File: config.mk
export PLATFORM = sky130hd
export DESIGN_NAME = cam_pixel_capture_flat
export DESIGN_NICKNAME = d
export VERILOG_FILES = /design/src/rtl/cam_capture_pkg.sv /design/src/rtl/cam_pixel_capture_if.sv /design/src/rtl/rgb565_byte_packer.sv /design/src/rtl/cam_pixel_capture.sv /design/src/flat_wrapper.sv
export SDC_FILE = /design/constraint.sdc
export NUM_CORES = 1
export LEC_CHECK = 0
export ABC_CLOCK_PERIOD_IN_PS = 2500
export CAP_MARGIN = 20
export CELL_PAD_IN_SITES_DETAIL_PLACEMENT = 0
export CELL_PAD_IN_SITES_GLOBAL_PLACEMENT = 1
export CORE_ASPECT_RATIO = 0.7
export CORE_MARGIN = 2
export CORE_UTILIZATION = 45
export DETAILED_ROUTE_END_ITERATION = 6
export DONT_BUFFER_PORTS = 1
export PLACE_DENSITY_LB_ADDON = 0.2
export SYNTH_ARGS = -nofsm -noshare
export SYNTH_HDL_FRONTEND = slang
export SYNTH_HIERARCHICAL = 1
export SYNTH_SLANG_ARGS = --single-unit
File: constraint.sdc
create_clock -name clk_i -period 2.5 [get_ports clk_i]
set_input_delay 0.5 -clock clk_i [delete_from_list [all_inputs] [get_ports clk_i]]
set_output_delay 0.5 -clock clk_i [all_outputs]
set_load 0.01 [all_outputs]
File: src/rtl/cam_capture_pkg.sv
// Shared definitions for the camera pixel capture block.
//   - Default active-area geometry (640x480, RGB565).
//   - Output coordinate widths and internal counter widths (one extra bit so a
//     counter can hold the full H_RES / V_RES value).
//   - Capture FSM state encoding.
package cam_capture_pkg;

  localparam int unsigned HResDef = 640;
  localparam int unsigned VResDef = 480;

  // Output coordinate widths (pix_x_o / pix_y_o).
  localparam int unsigned XW = 10;
  localparam int unsigned YW = 9;

  // Internal counter widths.
  localparam int unsigned XCW = XW + 1;
  localparam int unsigned YCW = YW + 1;

  typedef enum logic [1:0] {
    StIdle,
    StWaitBlank,
    StWaitActive,
    StActive
  } cap_state_e;

endpackage

File: src/rtl/cam_pixel_capture_if.sv
// Pixel output stream of the camera capture block.
//   pix_valid : one-cycle strobe, pixel present on pix_data
//   pix_data  : RGB565 pixel, first camera byte in [15:8]
//   pix_x     : column of the pixel
//   pix_y     : line of the pixel
//   sof       : first pixel of frame    (qualified by pix_valid)
//   eol       : last pixel of line      (qualified by pix_valid)
//   eof       : last pixel of frame     (qualified by pix_valid)
// Modports: master = capture block (drives), slave = pixel consumer.
interface cam_pixel_capture_if;
  import cam_capture_pkg::*;

  logic          pix_valid;
  logic [15:0]   pix_data;
  logic [XW-1:0] pix_x;
  logic [YW-1:0] pix_y;
  logic          sof;
  logic          eol;
  logic          eof;

  modport master (
    output pix_valid, pix_data, pix_x, pix_y, sof, eol, eof
  );

  modport slave (
    input pix_valid, pix_data, pix_x, pix_y, sof, eol, eof
  );

endinterface

File: src/rtl/rgb565_byte_packer.sv
// Pairs consecutive camera bytes into an RGB565 pixel.
// Ports:
//   clk_i, rst_i   : pixel clock, asynchronous active-high reset
//   byte_valid_i   : byte_i is an accepted active byte this cycle
//   phase_i        : 0 = first (high) byte of a pixel, 1 = second (low) byte
//   byte_i         : camera byte
//   pix_stb_o      : combinational strobe, pixel completes this cycle
//   pix_data_o     : {held first byte, byte_i}
module rgb565_byte_packer (
  input  logic        clk_i,
  input  logic        rst_i,
  input  logic        byte_valid_i,
  input  logic        phase_i,
  input  logic [7:0]  byte_i,
  output logic        pix_stb_o,
  output logic [15:0] pix_data_o
);

  logic [7:0] hi_q, hi_d;

  always_comb begin
    hi_d = hi_q;
    if (byte_valid_i && !phase_i) begin
      hi_d = byte_i;
    end
  end

  always_ff @(posedge clk_i or posedge rst_i) begin
    if (rst_i) begin
      hi_q <= 8'h00;
    end else begin
      hi_q <= hi_d;
    end
  end

  assign pix_stb_o  = byte_valid_i & phase_i;
  assign pix_data_o = {hi_q, byte_i};

endmodule

File: src/rtl/cam_pixel_capture.sv
// Camera (DVP-style) pixel capture: turns VSYNC/HREF/D[7:0] byte traffic into
// RGB565 pixel strobes with coordinates and frame/line markers.
// Ports:
//   clk_i, rst_i       : camera pixel clock, asynchronous active-high reset
//   capture_en_i       : capture frames while high (frame in flight always completes)
//   vsync_i, href_i    : camera sync inputs
//   data_i             : camera byte bus
//   pix_if             : pixel output stream (master modport)
//   busy_o             : in ACTIVE state
//   line_err_o         : one-cycle pulse on a malformed line or aborted frame
// Optional feature, enabled by defining CAM_CAPTURE_STATS_EN:
//   frame_cnt_o        : completed frames, wraps
//   err_cnt_o          : line_err_o pulses, saturates at 0xFF
module cam_pixel_capture
  import cam_capture_pkg::*;
#(
  parameter int unsigned H_RES     = HResDef,
  parameter int unsigned V_RES     = VResDef,
  parameter bit          VSYNC_POL = 1'b1
) (
  input  logic                       clk_i,
  input  logic                       rst_i,
  input  logic                       capture_en_i,
  input  logic                       vsync_i,
  input  logic                       href_i,
  input  logic [7:0]                 data_i,
  cam_pixel_capture_if.master        pix_if,
  output logic                       busy_o,
  output logic                       line_err_o
`ifdef CAM_CAPTURE_STATS_EN
  ,
  output logic [15:0]                frame_cnt_o,
  output logic [7:0]                 err_cnt_o
`endif
);

  localparam logic [XCW-1:0] HResC = XCW'(H_RES);
  localparam logic [XCW-1:0] HLast = XCW'(H_RES - 1);
  localparam logic [YCW-1:0] VResC = YCW'(V_RES);
  localparam logic [YCW-1:0] VLast = YCW'(V_RES - 1);

  // Input stage plus one-cycle-delayed copies for edge detection.
  logic       vsync_q, href_q, href_prev_q, blank_prev_q;
  logic [7:0] data_q;
  logic       blank;

  assign blank = (vsync_q == VSYNC_POL);

  always_ff @(posedge clk_i or posedge rst_i) begin
    if (rst_i) begin
      vsync_q      <= 1'b0;
      href_q       <= 1'b0;
      data_q       <= 8'h00;
      href_prev_q  <= 1'b0;
      blank_prev_q <= 1'b0;
    end else begin
      vsync_q      <= vsync_i;
      href_q       <= href_i;
      data_q       <= data_i;
      href_prev_q  <= href_q;
      blank_prev_q <= blank;
    end
  end

  cap_state_e     state_q, state_d;
  logic [XCW-1:0] x_q, x_d;
  logic [YCW-1:0] y_q, y_d;
  logic           phase_q, phase_d;
  logic           ovf_q, ovf_d;

  logic          pix_valid_q, pix_valid_d;
  logic [15:0]   pix_data_q, pix_data_d;
  logic [XW-1:0] pix_x_q, pix_x_d;
  logic [YW-1:0] pix_y_q, pix_y_d;
  logic          sof_q, sof_d, eol_q, eol_d, eof_q, eof_d;
  logic          line_err_q, line_err_d;

  // Lines past V_RES (only reachable after a short last line) produce nothing.
  logic line_live;
  logic byte_en;
  logic pk_stb;
  logic [15:0] pk_data;

  assign line_live = (y_q < VResC);
  assign byte_en   = (state_q == StActive) && !blank && line_live && href_q && (x_q < HResC);

  rgb565_byte_packer u_packer (
    .clk_i        (clk_i),
    .rst_i        (rst_i),
    .byte_valid_i (byte_en),
    .phase_i      (phase_q),
    .byte_i       (data_q),
    .pix_stb_o    (pk_stb),
    .pix_data_o   (pk_data)
  );

  always_comb begin
    state_d     = state_q;
    x_d         = x_q;
    y_d         = y_q;
    phase_d     = phase_q;
    ovf_d       = ovf_q;
    pix_valid_d = 1'b0;
    sof_d       = 1'b0;
    eol_d       = 1'b0;
    eof_d       = 1'b0;
    line_err_d  = 1'b0;
    // Data and coordinates hold the last pixel between strobes.
    pix_data_d  = pix_data_q;
    pix_x_d     = pix_x_q;
    pix_y_d     = pix_y_q;

    unique case (state_q)
      StIdle: begin
        if (capture_en_i) state_d = StWaitBlank;
      end
      // Only a blanking interval proves we are not joining mid-frame.
      StWaitBlank: begin
        if (!capture_en_i) state_d = StIdle;
        else if (blank)    state_d = StWaitActive;
      end
      StWaitActive: begin
        if (!capture_en_i) begin
          state_d = StIdle;
        end else if (blank_prev_q && !blank) begin
          state_d = StActive;
          x_d     = '0;
          y_d     = '0;
          phase_d = 1'b0;
          ovf_d   = 1'b0;
        end
      end
      StActive: begin
        if (blank) begin
          // Frame ended before its last pixel.
          line_err_d = 1'b1;
          state_d    = capture_en_i ? StWaitActive : StIdle;
        end else if (line_live) begin
          if (href_q) begin
            if (x_q < HResC) begin
              phase_d = ~phase_q;
              if (pk_stb) begin
                pix_valid_d = 1'b1;
                pix_data_d  = pk_data;
                pix_x_d     = x_q[XW-1:0];
                pix_y_d     = y_q[YW-1:0];
                sof_d       = (x_q == '0) && (y_q == '0);
                eol_d       = (x_q == HLast);
                eof_d       = (x_q == HLast) && (y_q == VLast);
                x_d         = x_q + XCW'(1);
                if (eof_d) state_d = capture_en_i ? StWaitActive : StIdle;
              end
            end else begin
              ovf_d = 1'b1;
            end
          end else if (href_prev_q) begin
            // End of line: short, odd or overlong lines are all one error pulse.
            line_err_d = ovf_q || phase_q || (x_q != HResC);
            if (x_q != '0) y_d = y_q + YCW'(1);
            x_d     = '0;
            phase_d = 1'b0;
            ovf_d   = 1'b0;
          end
        end
      end
      default: state_d = StIdle;
    endcase
  end

  always_ff @(posedge clk_i or posedge rst_i) begin
    if (rst_i) begin
      state_q     <= StIdle;
      x_q         <= '0;
      y_q         <= '0;
      phase_q     <= 1'b0;
      ovf_q       <= 1'b0;
      pix_valid_q <= 1'b0;
      pix_data_q  <= 16'h0000;
      pix_x_q     <= '0;
      pix_y_q     <= '0;
      sof_q       <= 1'b0;
      eol_q       <= 1'b0;
      eof_q       <= 1'b0;
      line_err_q  <= 1'b0;
    end else begin
      state_q     <= state_d;
      x_q         <= x_d;
      y_q         <= y_d;
      phase_q     <= phase_d;
      ovf_q       <= ovf_d;
      pix_valid_q <= pix_valid_d;
      pix_data_q  <= pix_data_d;
      pix_x_q     <= pix_x_d;
      pix_y_q     <= pix_y_d;
      sof_q       <= sof_d;
      eol_q       <= eol_d;
      eof_q       <= eof_d;
      line_err_q  <= line_err_d;
    end
  end

  assign pix_if.pix_valid = pix_valid_q;
  assign pix_if.pix_data  = pix_data_q;
  assign pix_if.pix_x     = pix_x_q;
  assign pix_if.pix_y     = pix_y_q;
  assign pix_if.sof       = sof_q;
  assign pix_if.eol       = eol_q;
  assign pix_if.eof       = eof_q;
  assign busy_o           = (state_q == StActive);
  assign line_err_o       = line_err_q;

`ifdef CAM_CAPTURE_STATS_EN
  logic [15:0] frame_cnt_q, frame_cnt_d;
  logic [7:0]  err_cnt_q, err_cnt_d;

  always_comb begin
    frame_cnt_d = frame_cnt_q;
    err_cnt_d   = err_cnt_q;
    if (eof_q) frame_cnt_d = frame_cnt_q + 16'd1;
    if (line_err_q && (err_cnt_q != 8'hFF)) err_cnt_d = err_cnt_q + 8'd1;
  end

  always_ff @(posedge clk_i or posedge rst_i) begin
    if (rst_i) begin
      frame_cnt_q <= 16'h0000;
      err_cnt_q   <= 8'h00;
    end else begin
      frame_cnt_q <= frame_cnt_d;
      err_cnt_q   <= err_cnt_d;
    end
  end

  assign frame_cnt_o = frame_cnt_q;
  assign err_cnt_o   = err_cnt_q;
`endif

endmodule

File: src/flat_wrapper.sv
// flat-port wrapper written by rule: the top's interface ports become plain ports
module cam_pixel_capture_flat import cam_capture_pkg::*;
#(
  parameter int unsigned H_RES     = HResDef,
  parameter int unsigned V_RES     = VResDef,
  parameter bit          VSYNC_POL = 1'b1
)
  (clk_i, rst_i, capture_en_i, vsync_i, href_i, data_i, busy_o, line_err_o, pix_if_pix_valid, pix_if_pix_data, pix_if_pix_x, pix_if_pix_y, pix_if_sof, pix_if_eol, pix_if_eof);
  cam_pixel_capture_if pix_if_i ();
  input  logic clk_i;
  input  logic rst_i;
  input  logic capture_en_i;
  input  logic vsync_i;
  input  logic href_i;
  input  logic [7:0] data_i;
  output logic busy_o;
  output logic line_err_o;
  output wire logic [$bits(pix_if_i.pix_valid)-1:0] pix_if_pix_valid;
  output wire logic [$bits(pix_if_i.pix_data)-1:0] pix_if_pix_data;
  output wire logic [$bits(pix_if_i.pix_x)-1:0] pix_if_pix_x;
  output wire logic [$bits(pix_if_i.pix_y)-1:0] pix_if_pix_y;
  output wire logic [$bits(pix_if_i.sof)-1:0] pix_if_sof;
  output wire logic [$bits(pix_if_i.eol)-1:0] pix_if_eol;
  output wire logic [$bits(pix_if_i.eof)-1:0] pix_if_eof;
  assign pix_if_pix_valid = pix_if_i.pix_valid;
  assign pix_if_pix_data = pix_if_i.pix_data;
  assign pix_if_pix_x = pix_if_i.pix_x;
  assign pix_if_pix_y = pix_if_i.pix_y;
  assign pix_if_sof = pix_if_i.sof;
  assign pix_if_eol = pix_if_i.eol;
  assign pix_if_eof = pix_if_i.eof;
  cam_pixel_capture #(.H_RES(H_RES), .V_RES(V_RES), .VSYNC_POL(VSYNC_POL)) u_core (.clk_i(clk_i), .rst_i(rst_i), .capture_en_i(capture_en_i), .vsync_i(vsync_i), .href_i(href_i), .data_i(data_i), .pix_if(pix_if_i), .busy_o(busy_o), .line_err_o(line_err_o));
endmodule
==> reports/qor.txt <==
=========================================================================================
Number of standard cells in the final layout excluding fillers                        459
Power per Cell Area                                                           792 nW/um^2
Number of placed instances, taps included                                             443
Synthesized flop and latch total                                                       85
DRC violations left                                                                     0
Area Growth Syn to Fin                                                              12.1%
Number of maximum-capacitance violations                                                0
Die area                                                                        9470 um^2
Placer's final routability congestion estimate                                      0.820
Pins over their slew limit                                                              0
Detailed-route wire length                                                        8550 um
Total internal power                                                            0.00252 W
Post-synthesis cell type count                                                         56
Slew @ Worst Pin                                                                 0.618 ns
Register Area                                                                   2130 um^2
Final nets                                                                            352
Deepest level of the CTS H-tree                                                         3
Worst hold path class                                                         in -> async
Post-route core utilization                                                         51.9%
Proportion of synthesized chip area in sequential cells                             54.4%
Number of global-route vias before repair                                            2598
First-pass detailed-route iteration total                                               4
Total area of multi-input combinational cells                                   1590 um^2
Total global routing overflow                                                           0
Final critical-path required period                                               2.40 ns
Critical path start-end classification                                         reg -> reg
RSZ-0062 raised after global routing                                                false
Number of rows in the core area                                                        28
Routed vias/inst                                                                     5.69
Total CTS buffers                                                                       9
Relative slew margins                                                               58.8%
Initial antenna violation count                                                         0
TritonCTS Sinks                                                                        85
Cell area after synthesis                                                       3910 um^2
Setup Fix Bufs, Post-CTS                                                                0
Share of cells above drive strength 1                                               28.3%
Critical Path Start Type                                                             flop
Required time reported for the critical path endpoint                             2.75 ns
Clock-pin slew on the worst setup and hold paths                                  0.06 ns
Clock network power share                                                           37.0%
Post-route fraction of the period consumed by the critical path                     95.8%
Top achievable clock speed                                                      0.417 GHz
Port Buffers                                                                            0
Arrival time worst endpoint                                                       2.65 ns
Core area                                                                       8440 um^2
Proportion of register bits with asynchronous set or reset after synthesis           100%
Floorplan die width                                                                115 um
Number of fill cells in the layout                                                    737
Critical path peak fanout                                                               5
Antenna cells                                                                           0
Sw Share                                                                            27.5%
Die Ht                                                                            82.0 um
Relative contribution of sequential cells to total power                            48.3%
Kind of capture point of the worst setup path                                        flop
Aggregate global-route resource usage                                               19.8%
Hold Fails Final Rpt                                                                    0
Net switching power of the design                                              0.000953 W
Summed negative setup slack over all endpoints                                       0 ns
Instance count of the mapped netlist                                                  329
Leakage dissipation                                                               2.05 nW
Post-detail-place hpwl                                                            6100 um
Antenna-violating nets left                                                             0
Layout Skew                                                                    0.00430 ns
Part of the total power dissipated in combinational logic                           14.7%
Io pins                                                                                54
WL/cell                                                                           18.6 um
Run status                                                                   finished clean
TritonCTS clock tree                                                                  yes
Synth Net Count                                                                       346
Initial cell density of the core                                                    46.3%
Number of buffers on the longest clock path                                             2
Largest vdd supply drop                                                            445 uV
Number of synthesized flops with an enable pin                                          0
Clock latency of the later-clocked register in the worst-skew pair                0.33 ns
Largest net degree at the start of global routing                                      45
Post-Syn Area per Cell                                                          11.9 um^2
Total number of vias                                                                 2613
Most common flop cell mapped by yosys                                             dfrtp_1
CTS Root Buffer Type                                                            clkbuf_16
Number of warning messages in the yosys log                                             6
Worst slack on hold paths                                                        0.101 ns
1st-iter DRT viols                                                                    180
Wire length of the first global-routing pass                                     13900 um
Final Setup Violations                                                                  0
=========================================================================================
==> placed cells by master (no fill, tap or decap), types with 2 or more instances in the layout <==
| master | n |
|---|---|
| a21oi_1 | 8 |
| a221o_1 | 4 |
| a31oi_1 | 3 |
| a32oi_1 | 2 |
| and2_1 | 2 |
| and3_1 | 7 |
| buf_4 | 20 |
| clkbuf_16 | 9 |
| clkinv_2 | 4 |
| clkinv_4 | 2 |
| dfrtp_1 | 85 |
| ha_1 | 4 |
| inv_1 | 10 |
| mux2_2 | 36 |
| mux2_4 | 8 |
| nand2_1 | 12 |
| nand2b_1 | 3 |
| nand3_1 | 18 |
| nand4_1 | 9 |
| nor2_1 | 14 |
| nor2b_1 | 4 |
| nor3_1 | 7 |
| nor3_2 | 2 |
| nor4_1 | 8 |
| nor4b_1 | 3 |
| o21a_1 | 4 |
| o21ai_0 | 8 |
| o22a_1 | 2 |
| o31ai_1 | 3 |
| or3_1 | 3 |
| or4_1 | 4 |
==> logic make-up (layout without fill, tap and decap cells) <==
kind of cell             count (synthesis)  count (layout)  synth area share [%]
multiplexers                            44              44                  13.4
AO/OA/AOI/OAI                           51              51                  9.88
adder cells (fa/ha/maj)                  4               4                  1.28
AND/OR/NAND/NOR                        106             106                  15.5
buffers and inverters                   39              49                  5.53
flip-flops                              85              85                  54.4
==> sequential cells by signal, summed over array words and instances (netlist names) <==
register / count
u_core/blank: 1
u_core/blank_prev_q: 1
u_core/data_q: 8
u_core/href_prev_q: 1
u_core/href_q: 1
u_core/line_err_o: 1
u_core/ovf_q: 1
u_core/phase_q: 1
u_core/pix_if.eof: 1
u_core/pix_if.eol: 1
u_core/pix_if.pix_data: 16
u_core/pix_if.pix_valid: 1
u_core/pix_if.pix_x: 10
u_core/pix_if.pix_y: 9
u_core/pix_if.sof: 1
u_core/state_q: 2
u_core/u_packer/hi_q: 8
u_core/x_q: 11
u_core/y_q: 10
==> what timing repair did <==
item	in CTS	in global routing
hold buffers	1	0
resized for setup	1	5
endpoints found under the hold margin	5	0
endpoints found under the setup margin	1	20
==> per-stage QoR <==
step	power (W)	area [um^2]	setup slack [ns]
global placement	0.00219	4060	0.0582
floorplan	0.00205	3910	0.0333
global route	0.00366	4380	0.00457
CTS	0.00350	4360	0.0245
detailed placement	0.00219	4060	-0.0125
finish	0.00347	4380	0.104
==> power by group through the flow <==
stage	Combinational, W	Clock (W)	Sequential [W]
3_5_place_dp	0.000500	0	0.00169
6_report	0.000510	0.00128	0.00168
4_1_cts	0.000504	0.00132	0.00167
5_1_grt	0.000568	0.00139	0.00170
2_1_floorplan	0.000406	0	0.00164
3_3_place_gp	0.000494	0	0.00169
==> layout make-up <==
cell class	count	area share [%]
inverter	12	1.08
sequential	85	48.5
clock buffer	9	5.14
clock inverter	6	1.48
timing repair buffer	22	4.11
tap	120	3.42
multi-input combinational	205	36.2
==> worst paths after layout <==
| path | end | start | depth (start not counted) | slack, ns |
|---|---|---|---|---|
| max | u_core/x_q[7] | u_core/y_q[9] | 8 | 0.10 |
| max reg2reg | u_core/x_q[7] | u_core/y_q[9] | 8 | 0.10 |
| min | u_core/pix_if.pix_data[9] | rst_i | 1 | 0.10 |
| min in group clk_i | u_core/data_q[2] | data_i[2] | 0 | 0.19 |
| min reg2reg | u_core/u_packer/hi_q[1] | u_core/data_q[1] | 1 | 0.51 |
| max in group asynchronous | u_core/u_packer/hi_q[5] | rst_i | 2 | 1.69 |
==> cells in the mapped netlist, types with 3 or more instances <==
master | instances | area (um^2)
nand2_1 | 12 | 45.0
dfrtp_1 | 85 | 2130
buf_2 | 6 | 30.0
o31ai_1 | 4 | 30.0
nor2b_1 | 4 | 25.0
nand3_1 | 18 | 90.1
or4_1 | 4 | 30.0
buf_6 | 3 | 33.8
a21oi_1 | 9 | 45.0
clkbuf_1 | 6 | 22.5
and3_1 | 7 | 43.8
o21a_1 | 4 | 30.0
nor3_1 | 8 | 40.0
mux2_2 | 36 | 405
nor4_1 | 8 | 50.1
or3_1 | 3 | 18.8
ha_1 | 4 | 50.1
nand4_1 | 9 | 56.3
mux2_4 | 8 | 120
inv_1 | 11 | 41.3
nor2_1 | 14 | 52.6
o21ai_0 | 9 | 45.0
a221o_1 | 4 | 40.0
nand2b_1 | 3 | 18.8
nor4b_1 | 3 | 26.3
buf_4 | 10 | 75.1
a31oi_1 | 4 | 25.0
==> worst max-delay path: stages, from the launching register on <==
cell	delay, ns
dfrtp_1	0.43
a41oi_2	0.23
nand2_1	0.16
nor3_2	0.20
and2_2	0.21
and2_1	0.22
a31oi_2	0.18
or4_1	0.52
a21oi_2	0.18
==> routing by layer <==
metal  up-vias  GRT usage, %  wire, um
met1      1286          28.8      4160
met5         -             0         0
li1       1207             -         -
met3        10          6.64       839
met4         0          6.99       123
met2       110          27.4      3430
No activity file was read; power rests on OpenSTA's default activity.
